### src/rtl/finish_gen_mc.sv
// finish_gen_mc: multi-channel beat counter / finish flag generator.
//
// Each of NUM_CH channels counts qualified beats (enable && cnt_enable[i]) up to a
// per-channel target latched on start, then reports completion on finish[i], either
// as a sticky level or as a single-cycle pulse (mode latched on start).
//
// Ports:
//   clk         system clock
//   rst         synchronous active-high reset
//   enable      global count gate; low pauses every counter
//   clear       synchronous return of all channels to IDLE
//   start       one-cycle job start for all channels; latches targets and mode
//   pulse_mode  0 = level finish, 1 = pulse finish; sampled only on start
//   cnt_enable  per-channel beat qualifier
//   total_num   per-channel target, channel i at [i*CNT_W +: CNT_W]
//   finish      per-channel completion flag (registered)
//   all_finish  all channels complete (registered)
//   busy        any channel counting (registered)
//   count_out   live per-channel beat count (registered)
module finish_gen_mc #(
  parameter int unsigned NUM_CH = 4,
  parameter int unsigned CNT_W  = 32
) (
  input  logic                    clk,
  input  logic                    rst,
  input  logic                    enable,
  input  logic                    clear,
  input  logic                    start,
  input  logic                    pulse_mode,
  input  logic [NUM_CH-1:0]       cnt_enable,
  input  logic [NUM_CH*CNT_W-1:0] total_num,
  output logic [NUM_CH-1:0]       finish,
  output logic                    all_finish,
  output logic                    busy,
  output logic [NUM_CH*CNT_W-1:0] count_out
);

  typedef enum logic [1:0] {
    StIdle,
    StCount,
    StDone
  } state_e;

  localparam logic [CNT_W-1:0] CntOne  = CNT_W'(1);
  localparam logic [CNT_W-1:0] CntZero = '0;

  state_e                         state_q [NUM_CH];
  state_e                         state_d [NUM_CH];
  logic   [NUM_CH-1:0][CNT_W-1:0] cnt_q, cnt_d;
  logic   [NUM_CH-1:0][CNT_W-1:0] tgt_q, tgt_d;
  logic   [NUM_CH-1:0]            mode_q, mode_d;
  logic   [NUM_CH-1:0]            finish_q, finish_d;
  logic                           all_finish_q, all_finish_d;
  logic                           busy_q, busy_d;

  // entry: channel moves into DONE on this edge (final beat or zero-length start).
  // stay:  channel was in DONE and nothing disturbs it this edge.
  logic   [NUM_CH-1:0]            entry;
  logic   [NUM_CH-1:0]            stay;
  logic   [NUM_CH-1:0]            done_d;
  logic   [NUM_CH-1:0]            count_d;

  always_comb begin
    for (int i = 0; i < NUM_CH; i++) begin
      state_d[i] = state_q[i];
      cnt_d[i]   = cnt_q[i];
      tgt_d[i]   = tgt_q[i];
      mode_d[i]  = mode_q[i];
      entry[i]   = 1'b0;
      stay[i]    = 1'b0;

      if (clear) begin
        // Clear beats start and any final beat in the same cycle.
        state_d[i] = StIdle;
        cnt_d[i]   = CntZero;
      end else if (start) begin
        // Start from any state restarts; a coincident final beat is dropped.
        tgt_d[i]  = total_num[i*CNT_W +: CNT_W];
        mode_d[i] = pulse_mode;
        cnt_d[i]  = CntZero;
        if (total_num[i*CNT_W +: CNT_W] == CntZero) begin
          state_d[i] = StDone;
          entry[i]   = 1'b1;
        end else begin
          state_d[i] = StCount;
        end
      end else begin
        unique case (state_q[i])
          StCount: begin
            if (enable && cnt_enable[i]) begin
              // cnt_q < tgt_q in COUNT, so the increment cannot wrap.
              cnt_d[i] = cnt_q[i] + CntOne;
              if (cnt_q[i] + CntOne == tgt_q[i]) begin
                state_d[i] = StDone;
                entry[i]   = 1'b1;
              end
            end
          end
          StDone: begin
            stay[i] = 1'b1;
          end
          default: begin
            state_d[i] = StIdle;
          end
        endcase
      end

      finish_d[i] = entry[i] | (stay[i] & ~mode_q[i]);
      done_d[i]   = (state_d[i] == StDone);
      count_d[i]  = (state_d[i] == StCount);
    end

    // Channel 0's mode stands for all: start is common, so every channel shares it.
    if (mode_d[0]) begin
      all_finish_d = (&done_d) & (|entry);
    end else begin
      all_finish_d = &done_d;
    end
    busy_d = |count_d;
  end

  always_ff @(posedge clk) begin
    if (rst) begin
      for (int i = 0; i < NUM_CH; i++) begin
        state_q[i] <= StIdle;
      end
      cnt_q        <= '0;
      tgt_q        <= '0;
      mode_q       <= '0;
      finish_q     <= '0;
      all_finish_q <= 1'b0;
      busy_q       <= 1'b0;
    end else begin
      for (int i = 0; i < NUM_CH; i++) begin
        state_q[i] <= state_d[i];
      end
      cnt_q        <= cnt_d;
      tgt_q        <= tgt_d;
      mode_q       <= mode_d;
      finish_q     <= finish_d;
      all_finish_q <= all_finish_d;
      busy_q       <= busy_d;
    end
  end

  assign finish     = finish_q;
  assign all_finish = all_finish_q;
  assign busy       = busy_q;
  assign count_out  = cnt_q;

endmodule
### config.mk
export PLATFORM = sky130hd
export DESIGN_NAME = finish_gen_mc
export DESIGN_NICKNAME = d
export VERILOG_FILES = /design/src/rtl/finish_gen_mc.sv
export SDC_FILE = /design/constraint.sdc
export NUM_CORES = 1
export LEC_CHECK = 0
export BUFFER_PORTS_ARGS = -buffer_cell sky130_fd_sc_hd__buf_4
export CORE_MARGIN = 4
export CORE_UTILIZATION = 57
export DETAILED_ROUTE_END_ITERATION = 16
export PLACE_DENSITY = 0.92
export SETUP_SLACK_MARGIN = 0.5
export SLEW_MARGIN = 10
export SYNTH_ARGS = -nofsm -noshare
export SYNTH_HDL_FRONTEND = slang
export SYNTH_SLANG_ARGS = --single-unit
### constraint.sdc
create_clock -name clk -period 4.8 [get_ports clk]
set_clock_uncertainty 0.1 [all_clocks]
set_input_delay 0.72 -clock clk [delete_from_list [all_inputs] [get_ports clk]]
set_output_delay 0.72 -clock clk [all_outputs]
set_load 0.1 [all_outputs]
Word level (Yosys, flattened, before mapping)
Memory sizes are Yosys's and may differ from the RTL's.
Index checks and enable logic that the tools add are counted.
- add/subtract/negate cells: 4
- multiplexer cells: 70
- bitwise logic cells: 18
- reductions and logical operators: 17
- eq/ne operators: 20
- operator list (kind ; count):
    adder 32 x 1 -> 32 bit (second input constant) ; 4
    equality test 32 bit ; 4
    zero test 32 bit ; 4
    two-way mux 2 bit ; 24
    two-way mux 1 bit ; 42
    equality test 2 x 1 -> 1 bit (second input constant) ; 8
    equality test 2 bit (second input constant) ; 8
    one-hot mux 2 bit (2 select lines) ; 4
    AND reduction 2 bit ; 5
    bitwise OR 1 bit ; 8
    OR reduction 4 bit ; 2
    bitwise AND 1 bit ; 5
    inverter 1 bit ; 5
    logical AND 1 bit ; 4
    AND reduction 4 bit ; 1
    OR reduction 3 bit ; 1
- memory bits (writable): 8
- word-level logic and storage cells: 143
- register bits: 264
- output and inout bits: 134
- memories: 1
- input bits: 138
- memories (memory ; words ; width ; read ports ; clocked after memory_dff ; write ports ; line ; source):
    state_q ; 4 ; 2 ; 4 ; 0 ; 4 ; 47 ; state_e state_q [NUM_CH];

Longest topological paths before layout
- depth in word-level cells: 11
- gate-level depth with buffers: 12
- depth with buffers taken out: 11

Worst setup path before layout
No wires, ideal clock.
- path kind: flip-flop to flip-flop
- start: register cnt_q (netlist bit count_out[32])
- end: register busy_q (netlist: busy)
- data required time: 4.580 ns
- buffers on the path: 1
- setup time: 0.120 ns
- stages on the path, launching flop included: 13
- path slack: 0.592 ns
- data arrival time: 3.988 ns
- clock period less this slack: 4.208 ns
- cells stage by stage: dfxtp_1 ha_1 nand3_2 or4_1 buf_2 xnor2_1 a2111oi_0 o2111ai_1 nor4b_1 nand4b_1 a41o_1 a22o_1 a211o_1
- cells in the longest elaborated chain, start to end: 9
- ends and longest elaborated chain (element ; line ; source):
    start: declaration ; 49 ; logic [NUM_CH-1:0][CNT_W-1:0] cnt_q, cnt_d;
    start signal: assignment ; 137 ; cnt_q <= cnt_d;
    adder 32 x 1 -> 32 bit ; 93 ; if (cnt_q[i] + CntOne == tgt_q[i]) begin
    equality test 32 bit ; 93 ;
    two-way mux 2 bit ; 93 ;
    two-way mux 2 bit ; 90 ; if (enable && cnt_enable[i]) begin
    one-hot mux 2 bit (2 select lines) ; 88 ; unique case (state_q[i])
    two-way mux 2 bit ; 76 ; end else if (start) begin
    two-way mux 2 bit ; 72 ; if (clear) begin
    equality test 2 x 1 -> 1 bit ; 110 ; count_d[i] = (state_d[i] == StCount);
    OR reduction 4 bit ; 119 ; busy_d = |count_d;
    end signal: assignment ; 142 ; busy_q <= busy_d;
    end: declaration ; 54 ; logic busy_q, busy_d;
Every way passes these cells.
A chain may end at the register's enable or synchronous reset.

Worst setup path after layout
- start: register cnt_q (netlist bit count_out[7])
- end: register all_finish_q (netlist: all_finish)
- cells in the longest elaborated chain, start to end: 11
- elaborated cells on any way between the ends: 17
- those cells by class: add/sub: 1; eq/ne: 2; mux: 11; bitwise: 1; reduce/logical: 2
- ends and longest elaborated chain (element ; line ; source):
    adder 32 x 1 -> 32 bit (*) ; 93 ;
    equality test 32 bit (*) ; 93 ;
    two-way mux 2 bit ; 93 ;
    two-way mux 2 bit ; 90 ;
    one-hot mux 2 bit (2 select lines) ; 88 ;
    two-way mux 2 bit ; 76 ;
    two-way mux 2 bit ; 72 ;
    equality test 2 bit ; 109 ; done_d[i] = (state_d[i] == StDone);
    AND reduction 4 bit ; 115, 117 ;
    bitwise AND 1 bit ; 115 ; all_finish_d = (&done_d) & (|entry);
    two-way mux 1 bit (*) ; 114 ; if (mode_d[0]) begin
    end signal: assignment ; 141 ; all_finish_q <= all_finish_d;
    end: declaration ; 53 ; logic all_finish_q, all_finish_d;
Every way passes the cells marked *; elsewhere a longest branch is shown, timed or not.

==> results.md <==
- Clk slew on worst S/H paths: 0.06 ns
- RSZ-0062 raised after global routing: true
- Antenna viol nets, final: 0
- Syn nets: between 2000 and 2500
- Fillers: approximately 2200
- Starting density of the core: approximately 58%
- Die H: 173 um
- Hpwl dp: about 35000 um
- Setup crit start kind: flop
- Post-synth top area cell: dfxtp_1
- Worst-skew pair later-pin latency: 0.55 ns
- Die W: roughly 170 um
- # Max-Cap Violations: 0
- Synth Area in Simple Gates: roughly a third
- Vias in the first global route: about 15000
- Pin count of the biggest net entering global routing: 88
- Post-synth top area share: 35.2%
- Hold Path Class: in -> reg
- Hold Vio Cnt, Final: 0
- Synth Area per Inst: approximately 7.5 um2
- EDFF count, synth: 0
- Worst slew margin: between 20 and 25%
- Multiplexer area fraction after synthesis: less than 1%
- Synthesis-to-finish area growth: 19.5%
- Sw Pwr: approximately 1200 uW
- Clk buf depth: 3
- Multi-input gate area: ~9400 um2
- Post-DR vias/cell: 6.11
- Proportion of layout cells with a drive suffix above 1: 15.5%
- Worst path arrival time: between 4 and 5 ns
- Seq/Total Area, Yosys: 35.2%
- Main combinational cell family by area after synthesis: simple AND/OR/NAND/NOR gates
- Setup_tns: 0 ns
- Worst-margin pin slew: between 1 and 1.5 ns
- CTS Buf Count: 29
- Clk pwr share: a little over two fifths
- Register area: about 5400 um2
- Synth Area in XOR/XNOR: between 10% and 20%
- Post-synthesis cell count: ~2100
- Clock Sinks: between 200 and 300
- GP Congestion: just under 1
- Library cells used by synthesis: 78
- Initial drt markers: approximately 1400
- Status: complete, no violations
- Io pins: 272
- CTS root buf: clkbuf_16
- Final setup viols: 0
- Vias: around 16000
- Switch share: a little under a quarter
- Ys Warns: 0
- CTS tree: built
- Core Region: around 27000 um2
- Dominant synthesized flop cell: dfxtp_1
- I/O Buffers: 271
- Min cycle time layout: ~3.9 ns
- Synth cell count leaders: 378 x nand2_1, 272 x dfxtp_1, 193 x a21oi_1, 173 x nor2_1, 146 x xnor2_1
- Fmax: approximately 250 MHz
- Total GRT Usage: roughly 30%
- Internal Power: about 3800 uW
- # hold bufs at CTS: 0
- DRC: 0
- Post-synthesis adder-cell area fraction: less than 1%
- Critical path class: reg -> reg
- Initial antenna violation count: 0
- Compound-Gate Fraction of Synth Area: between 10% and 20%
- Final WL: between 40000 and 50000 um
- Layout Cells excl Fill: around 2600
- Final layout net count: approximately 2400
- Global-route wire length before repair: 75100 um
- Die area: a little under 30000 um2
- Gr ovfl total: 0
- Worst Setup End Kind: flop
- Part of the power in registers: between 40% and 50%
- Maximum vdd drop: roughly 0.28 mV
- Diode count: 0
- Most common cell in the netlist: nand2_1
- Detail-routed net length per standard cell: 18.1 um
- Top cells by area, synth: dfxtp_1 35%, nand2_1 9.2%, xnor2_1 8.3%
- Final period util: around 82%
- Power Density: between 200 and 300 nW/um2
- Static leakage: approximately 0.0066 uW
- #FFs+latches synth: 272
- DRT Pass-1 Iters: 6
- Crit path max fanout: 13
- Required @ worst endpoint: between 5 and 6 ns
- H-tree depth: 1
- Max-slew violations: 0
- Row cnt: 60
- # placed instances: roughly 2500
- Synthesized cell area: 15500 um2
- Synth async-reset ratio: 0%
- Comb power frac: a little under a tenth
final cells by class:
type                            instances  share of cell area [%]
Multi-Input combinational cell       1624                    51.1
Sequential cell                       272                    29.5
Timing Repair Buffer                  283                    11.5
Clock buffer                           42                    4.57
Tap cell                              341                    2.31
Inverter                               31                   0.630
Clock inverter                          6                   0.434
power groups by stage:
| stage | clock network (uW) | logic, uW | registers [uW] |
|---|---|---|---|
| floorplan | 0 | 263 | 2410 |
| global placement | 0 | 444 | 2400 |
| detailed placement | 0 | 454 | 2410 |
| CTS | 2230 | 457 | 2360 |
| global route | 2330 | 504 | 2360 |
| finish | 2200 | 463 | 2360 |
cells in the final DEF (no fill, tap or decap), drive strengths merged, types with 68 or more instances in the layout:
cell type	instances
nand4	69
xnor2	146
nand3	72
buf	283
nor2	173
xor2	104
dfxtp	272
nand2	378
o21ai	68
a21oi	194
metal layers:
layer | up-vias | GRT usage, % | wire length (um)
li1 | 7569 | - | -
met1 | 7532 | 37.6 | 19500
met2 | 654 | 50.6 | 22500
met3 | 125 | 4.61 | 3230
met4 | 0 | 9.71 | 1730
met5 | - | 0 | 0
what timing repair did:
action,4_1_cts,5_1_grt
buffers inserted,0,3
endpoints found under the setup margin,0,2
resized for setup,0,2
logic make-up (layout without fill, tap and decap cells):
| logic type | Yosys count | after routing |
|---|---|---|
| simple gates | 996 | 996 |
| compound gates | 364 | 364 |
| flops | 272 | 272 |
| xor+xnor | 250 | 250 |
| buf+inv | 155 | 362 |
| fa+ha+maj | 12 | 12 |
| mux | 2 | 2 |
stage by stage:
| stage | hold slack [ns] | instance area (um2) | total power [uW] | setup slack (ns) | utilization [%] |
|---|---|---|---|---|---|
| floorplan | 0.340 | 15500 | 2670 | 0.592 | - |
| global placement | 0.354 | 17500 | 2850 | 0.898 | 65.4 |
| detailed placement | 0.361 | 17500 | 2860 | 0.765 | 65.4 |
| CTS | 0.315 | 18400 | 5040 | 0.743 | 68.8 |
| global route | 0.327 | 18500 | 5190 | 0.492 | 68.9 |
| finish | 0.330 | 18500 | 5020 | 0.867 | 68.9 |
worst paths after layout:
kind | from | end | slack [ns] | cells after the start
setup / recovery | count_out[7] | all_finish | 0.87 | 10
hold / removal | total_num[10] | tgt_q[10] | 0.33 | 3
setup reg to reg | count_out[7] | all_finish | 0.87 | 10
hold reg to reg | tgt_q[99] | tgt_q[99] | 0.37 | 2
critical path, stage by stage (launching register included):
cell,delay [ns]
dfxtp_1,0.54
nand4_1,0.46
or4_1,0.80
o31a_1,0.31
nor4_2,0.29
o21ai_1,0.13
nor4_2,0.34
nand4_1,0.17
a41oi_2,0.30
nand4bb_1,0.15
nor4b_2,0.26
flip-flops by register name (all words and copies together) (netlist names):
register    cells
mode_q          2
state_q         8
finish          4
all_finish      1
busy            1
tgt_q         128
count_out     128
Power figures use the tool's default switching activity.
